==> src/rtl/core_run_ctrl.sv <==
// core_run_ctrl: run-control sequencer for the single-cycle RV32 core.
// Generates the common core enable. Handles host run/halt/step commands and
// PC breakpoints. Stops the core on a breakpoint, ebreak or ecall before the
// stopping instruction executes.
module core_run_ctrl #(
   parameter int NUM_BP = 2,
   parameter int CNT_W  = 32,
   parameter int STEP_W = 16
) (
   input  logic              clk,
   input  logic              rst,
   input  logic              cmd_valid,
   output logic              cmd_ready,
   input  logic [2:0]        cmd_op,
   input  logic [1:0]        cmd_idx,
   input  logic [31:0]       cmd_data,
   output logic              cmd_err,
   input  logic [31:0]       pc,
   input  logic [31:0]       instr,
   output logic              core_en,
   output logic              halted,
   output logic [2:0]        halt_cause,
   output logic [NUM_BP-1:0] bp_hit,
   output logic [CNT_W-1:0]  retired
);

   localparam logic [1:0] ST_HALTED = 2'd0;
   localparam logic [1:0] ST_RUN    = 2'd1;
   localparam logic [1:0] ST_STEP   = 2'd2;

   localparam logic [2:0] OP_RUN     = 3'd0;
   localparam logic [2:0] OP_HALT    = 3'd1;
   localparam logic [2:0] OP_STEP    = 3'd2;
   localparam logic [2:0] OP_SET_BP  = 3'd3;
   localparam logic [2:0] OP_CLR_BP  = 3'd4;
   localparam logic [2:0] OP_CLR_CNT = 3'd5;

   localparam logic [2:0] CAUSE_RESET  = 3'd0;
   localparam logic [2:0] CAUSE_HOST   = 3'd1;
   localparam logic [2:0] CAUSE_STEP   = 3'd2;
   localparam logic [2:0] CAUSE_BP     = 3'd3;
   localparam logic [2:0] CAUSE_EBREAK = 3'd4;
   localparam logic [2:0] CAUSE_ECALL  = 3'd5;

   localparam logic [31:0] INSTR_EBREAK = 32'h0010_0073;
   localparam logic [31:0] INSTR_ECALL  = 32'h0000_0073;

   logic [1:0]        state;
   logic              first;
   logic [STEP_W-1:0] step_cnt;
   logic [STEP_W-1:0] step_load;
   logic [31:0]       bp_addr [NUM_BP];
   logic [NUM_BP-1:0] bp_en;
   logic [NUM_BP-1:0] bp_vec;
   logic              bp_any;
   logic              is_ebreak;
   logic              is_ecall;
   logic              running;
   logic              stop_now;
   logic [2:0]        stop_cause;
   logic              step_last;
   logic              cmd_bad;
   logic              acc;
   logic              do_run, do_halt, do_step, do_set, do_clr, do_clr_cnt;

   assign cmd_ready = 1'b1;
   assign halted    = (state == ST_HALTED);

   // Breakpoint comparators; masked while the first instruction after a resume is pending.
   always_comb begin
      // NOTE: every always_comb output gets a default first so no path leaves it unassigned, which would infer a latch.
      bp_vec = '0;
      for (int i = 0; i < NUM_BP; i++) begin
         bp_vec[i] = bp_en[i] && (bp_addr[i] == pc) && !first;
      end
   end

   assign bp_any     = |bp_vec;
   assign is_ebreak  = (instr == INSTR_EBREAK);
   assign is_ecall   = (instr == INSTR_ECALL);
   assign running    = (state == ST_RUN) || (state == ST_STEP);
   assign stop_now   = running && (bp_any || is_ebreak || is_ecall);
   assign core_en    = running && !stop_now;
   assign stop_cause = bp_any ? CAUSE_BP : (is_ebreak ? CAUSE_EBREAK : CAUSE_ECALL);
   assign step_last  = (state == ST_STEP) && core_en && (step_cnt == STEP_W'(1));
   assign step_load  = (cmd_data[STEP_W-1:0] == '0) ? STEP_W'(1) : cmd_data[STEP_W-1:0];

   // Command legality check; an illegal command is reported and otherwise ignored.
   always_comb begin
      cmd_bad = 1'b0;
      case (cmd_op)
         OP_RUN, OP_STEP:      cmd_bad = running;
         OP_SET_BP, OP_CLR_BP: cmd_bad = (int'(cmd_idx) >= NUM_BP);
         OP_HALT, OP_CLR_CNT:  cmd_bad = 1'b0;
         default:              cmd_bad = 1'b1;
      endcase
   end

   assign acc        = cmd_valid && !cmd_bad;
   assign do_run     = acc && (cmd_op == OP_RUN);
   assign do_halt    = acc && (cmd_op == OP_HALT);
   assign do_step    = acc && (cmd_op == OP_STEP);
   assign do_set     = acc && (cmd_op == OP_SET_BP);
   assign do_clr     = acc && (cmd_op == OP_CLR_BP);
   assign do_clr_cnt = acc && (cmd_op == OP_CLR_CNT);

   // Run-control state machine: entry from HALTED, stop priority stop_now > step done > host halt.
   always_ff @(posedge clk) begin
      // NOTE: sequential state uses non-blocking assignments so every register samples pre-edge values.
      if (rst) begin
         state      <= ST_HALTED;
         halt_cause <= CAUSE_RESET;
         first      <= 1'b0;
         step_cnt   <= '0;
         bp_hit     <= '0;
      end else begin
         if (core_en) begin
            first <= 1'b0;
         end
         case (state)
            ST_HALTED: begin
               if (do_run) begin
                  state  <= ST_RUN;
                  first  <= 1'b1;
                  bp_hit <= '0;
               end else if (do_step) begin
                  state    <= ST_STEP;
                  first    <= 1'b1;
                  bp_hit   <= '0;
                  step_cnt <= step_load;
               end else if (do_halt) begin
                  halt_cause <= CAUSE_HOST;
               end
            end
            ST_RUN, ST_STEP: begin
               if ((state == ST_STEP) && core_en) begin
                  step_cnt <= step_cnt - STEP_W'(1);
               end
               if (stop_now) begin
                  state      <= ST_HALTED;
                  halt_cause <= stop_cause;
                  bp_hit     <= bp_hit | bp_vec;
                  step_cnt   <= '0;
               end else if (step_last) begin
                  state      <= ST_HALTED;
                  halt_cause <= CAUSE_STEP;
               end else if (do_halt) begin
                  state      <= ST_HALTED;
                  halt_cause <= CAUSE_HOST;
                  step_cnt   <= '0;
               end
            end
            default: begin
               state <= ST_HALTED;
            end
         endcase
      end
   end

   // Breakpoint address/enable registers, writable in any state.
   always_ff @(posedge clk) begin
      // NOTE: this small register array is reset explicitly because the host reads back a known disabled state; large RAMs would not be.
      if (rst) begin
         bp_en <= '0;
         for (int i = 0; i < NUM_BP; i++) begin
            bp_addr[i] <= '0;
         end
      end else begin
         for (int i = 0; i < NUM_BP; i++) begin
            if (int'(cmd_idx) == i) begin
               if (do_set) begin
                  bp_addr[i] <= cmd_data;
                  bp_en[i]   <= 1'b1;
               end else if (do_clr) begin
                  bp_en[i] <= 1'b0;
               end
            end
         end
      end
   end

   // Retired-instruction counter; a clear wins over a same-cycle increment.
   always_ff @(posedge clk) begin
      if (rst) begin
         retired <= '0;
      end else if (do_clr_cnt) begin
         retired <= '0;
      end else if (core_en) begin
         retired <= retired + CNT_W'(1);
      end
   end

   // Registered error pulse for the command seen in the previous cycle.
   always_ff @(posedge clk) begin
      if (rst) begin
         cmd_err <= 1'b0;
      end else begin
         cmd_err <= cmd_valid && cmd_bad;
      end
   end

endmodule

==> config.mk <==
export PLATFORM = sky130hd
export DESIGN_NAME = core_run_ctrl
export DESIGN_NICKNAME = d
export VERILOG_FILES = /design/src/rtl/core_run_ctrl.sv
export SDC_FILE = /design/constraint.sdc
export NUM_CORES = 1
export LEC_CHECK = 0
export BUFFER_PORTS_ARGS = -buffer_cell sky130_fd_sc_hd__buf_2
export CORE_MARGIN = 2
export CORE_UTILIZATION = 35
export DETAILED_ROUTE_END_ITERATION = 8
export PLACE_DENSITY_LB_ADDON = 0.25
export SETUP_SLACK_MARGIN = 0.4
export SYNTH_ARGS = -nofsm -noshare
export SYNTH_HDL_FRONTEND = slang
export SYNTH_SLANG_ARGS = --single-unit
==> constraint.sdc <==
create_clock -name clk -period 2.4 [get_ports clk]
set_input_delay 0.48 -clock clk [delete_from_list [all_inputs] [get_ports clk]]
set_output_delay 0.48 -clock clk [all_outputs]
set_load 0.02 [all_outputs]
Word level (Yosys, flattened, before mapping)
Memories as Yosys holds them, arrays and structs flattened.
Cells that the tools add are included.
- multiplexer cells: 44
- $lt $le $gt $ge: 1
- bitwise logic cells: 3
- $add $sub $neg: 2
- reductions and logical operators: 40
- eq/ne operators: 19
- operator list (operator ; number):
    two-way mux 16 bit ; 7
    == test 32 bit ; 2
    two-way mux 32 bit ; 2
    adder 32 x 1 -> 32 bit (second input constant) ; 1
    == test 32 x 21 -> 1 bit (second input constant) ; 1
    == test 32 x 7 -> 1 bit (second input constant) ; 1
    case mux 16 bit (2 select lines) ; 1
    two-way mux 3 bit ; 6
    == test 16 x 1 -> 1 bit (second input constant) ; 1
    logical AND 1 bit ; 16
    zero test 16 bit ; 1
    two-way mux 1 bit ; 16
    two-way mux 2 bit ; 8
    subtractor 16 x 1 -> 16 bit (second input constant) ; 1
    OR reduction 2 bit ; 6
    AND reduction 3 bit ; 3
    case mux 2 bit (2 select lines) ; 2
    == test 3 x 2 -> 1 bit (second input constant) ; 2
    == test 3 bit (second input constant) ; 2
    != test 2 bit (second input constant) ; 3
    case mux 3 bit (2 select lines) ; 1
    AND reduction 2 bit ; 3
    == test 2 bit (second input constant) ; 2
    zero test 2 bit ; 2
    13 further kinds ; 19
- memories kept: 1
- output and inout port bits: 41
- word-level logic and storage cells: 119
- register bits: 59
- RAM bits: 64
- memory list (memory ; depth ; bits a word ; read ports ; clocked after Yosys merged registers in ; write ports ; RTL line ; source):
    bp_addr ; 2 ; 32 ; 2 ; 0 ; 2 ; 52 ; logic [31:0] bp_addr [NUM_BP];

Depth between registers and ports, before layout
An unclocked memory read counts as a cell.
- depth in word-level cells: 16
- depth in mapped cells: 11
- mapped depth without buffers: 9

Least setup slack after synthesis
Ideal clock, no wire load.
- path kind: input port to flip-flop
- start: input port rst
- end: memory bp_addr[1][0], in the netlist bp_addr[0][32] (enable)
- path buffers: 3
- required time: 2012 ps
- cell stages on the path: 4
- arrival: 2006 ps
- path slack: 6 ps
- cell sequence: clkbuf_1 > clkbuf_1 > buf_1 > a21o_1
- RTL lines (what ; RTL line ; source):
    start: declaration ; 11 ; input logic rst,
    end: declaration ; 52 ;

==> metrics.txt <==
run status complete, but fails checks; failing checks setup timing; Flop pwr share 39.9%; met1 wire length 9.101 mm; grt ovf 0; worst-margin pin slew 827.4 ps; largest net degree at the start of global routing 33; Layout Nets 1002; number of synthesized flops with an enable pin 64; crit path from bp_addr[0][49]; Worst Path Required 1920 ps; TritonCTS Buffers 17; crit start category flop; Root Buffer clkbuf_16; average size of a mapped cell 9.728 um2; Synth Net Count 791; internal power 4.470 mW; Seq cells post-synth 123; DRC 0; Worst R2R Start bp_addr[0][33]; final core occ 51.05%; Post-Route WL 20.51 mm; register area share after synthesis 46.84%; chip height 141.6 um; Clock Sinks 123; wire length on met2 9.751 mm; Via density 5.411; max cap viols 0; total number of H-tree levels 4; synth warn 0; Syn Inst Count 681; Routed Antenna Nets 0; switching share of total power 24.60%; Setup CP Type flop to output port; hold_sp cmd_data[16]; first-pass GRT wire length 31.93 mm; period utilization 108.3%; unrepaired setup endpoints after global routing true; worst clock skew 9.441 ps; Final Power 5.928 mW; initial antenna violation count 1; die width 141.6 um; FMAX 384.7 MHz; GPL Wtd Cong 0.9001; top sig layer met4; fin crit period 2600 ps; Hold Crit Class input port to flop; Net Sw Power 1.459 mW; clock-pin slew on the worst setup and hold paths 60 ps; setup violators final 35; dpl hpwl 14.18 mm; Pleak 3.660 nW; Site Rows 50; Longest Clk Path Bufs 2; drt wl/cell 17.99 um; TritonCTS clock tree done; slew margin rel. 44.69%; Async SR Flop Fraction 0%; FILL cells 1732; maximum vdd drop 500.5 uV; combinational power share 15.4%; Initial Util 35.54%; CP arrival 2120 ps; Worst Setup End Kind output port; Core Region 18640 um2; I/O Buffers 143; clock share of power 44.7%; Total GRT Usage 20.60%; top_reg_cell synth edfxtp_1; Place WS -130.1 ps; Die Area 20040 um2; layout cells sized above 1 39.89%; max-slew violations 0; io pins 145; setup ws final -199.6 ps; first drt pass iteration count 5; Initial DRC Count 357; via count 6168; Final Hold Fails 0; PwrDens 622.9 nW/um2; vias in the first global route 6066; Layout area overhead 43.64%; met3 WL 1.225 mm; synth unique cells 70; crit path max fanout 2; clk_lat worst skew 420 ps; mapped cell area 6625 um2
cells in the final DEF (no fill, tap or decap), drive strengths merged, types with 7 or more instances in the layout:
cell type,netlist,layout
a21oi,52,52
and2,35,35
and3,14,14
and4,7,7
buf,15,224
clkbuf,17,20
dfxtp,59,59
edfxtp,64,64
inv,13,13
nand2,45,45
nand2b,10,10
nand3,21,21
nand4,26,26
nor2,41,41
nor3,20,20
nor4,25,25
o21ai,17,17
o31ai,13,13
or3,17,17
or4,15,15
xnor2,52,52
xor2,16,16
kinds of logic (layout without fill, tap and decap cells):
kind of cell	Yosys count	in the layout	share of synthesized area (%)
other	1	2	0.05660
multiplexers	6	6	0.9443
buffers and inverters	45	269	3.116
flip-flops	123	123	46.84
XOR/XNOR	68	68	8.990
AO/OA/AOI/OAI	124	124	11.58
AND/OR/NAND/NOR	308	308	27.35
adder cells (fa/ha/maj)	6	6	1.133
critical path, stage by stage (launching register included):
cell and delay, ps:
edfxtp_1 410, xnor2_2 230, nand4_1 210, nor4_4 400, nand4bb_4 160, nand3_4 110
inv_6 50, buf_6 120
routing by layer:
layer | up-vias | track usage, %
met1 | 2916 | 26.75
met5 | - | 0
met4 | 0 | 7.421
met3 | 35 | 5.299
li1 | 2973 | -
met2 | 244 | 33.34
power groups by stage:
stage,registers [mW],logic (mW),clock network [mW]
global route,2.38,0.976,2.79
finish,2.37,0.912,2.65
floorplan,2.39,0.412,0
CTS,2.36,0.872,2.70
global placement,2.40,0.727,0
detailed placement,2.40,0.729,0
registers in the layout, indices dropped and copies added (netlist names):
| signal | flops |
|---|---|
| state | 2 |
| cmd_err | 1 |
| bp_en | 2 |
| bp_addr | 64 |
| retired | 32 |
| first | 1 |
| step_cnt | 16 |
| bp_hit | 2 |
| halt_cause | 3 |
per-stage QoR:
stage / hold slack [ps] / setup TNS [ps] / area, um2 / cells
2_1_floorplan: 447.5 / 0 / 6770 / 681
3_3_place_gp: 473.2 / -345.4 / 8030 / 1081
3_5_place_dp: 469.2 / -675.0 / 8030 / 1081
4_1_cts: 337.2 / -656.0 / 9273 / 1135
5_1_grt: 356.1 / -5568 / 9517 / 1140
6_report: 363.9 / -2060 / 9517 / 1140
cell usage after synthesis (8+ instances only):
cell type,number,area share [%]
nand2_1,44,2.5
nor2_1,41,2.3
nand3_1,20,1.5
o31ai_1,13,1.5
xnor2_1,52,6.9
a21oi_1,52,3.9
nand2b_1,10,0.94
or3_1,17,1.6
clkbuf_1,17,0.96
inv_1,12,0.68
o21ai_0,8,0.60
dfxtp_1,59,18
o21ai_1,9,0.68
nor3_1,20,1.5
nand4_1,26,2.5
and3_1,13,1.2
edfxtp_1,64,29
and2_1,35,3.3
nor4_1,23,2.2
or4_1,15,1.7
xor2_1,16,2.1
repair_timing:
item                                    4_1_cts  5_1_grt
gates resized for setup                      66       43
setup buffers                                17        4
endpoints found under the setup margin       56       57
gates cloned                                  5        0
pin swaps                                    36       13
hold buffers                                  0        0
path summary, 6_finish.rpt:
kind,slack (ps),end,depth (start not counted)
max reg2reg,-160,retired[11],12
min,360,bp_addr[0][48],2
min reg2reg,490,bp_hit[1],2
max,-200,core_en,7
final cells by class:
class / instances / area, um2 / area share, %
clock buffers: 20 / 436.7 / 4.588
clock inverters: 12 / 172.7 / 1.814
diodes: 1 / 2.502 / 0.02630
inverters: 13 / 53.80 / 0.5653
repair buffers: 224 / 1559 / 16.38
well taps: 234 / 292.8 / 3.077
flip-flops and latches: 123 / 3117 / 32.75
multi-input cells: 513 / 3882 / 40.80
Power figures use the tool's default switching activity.
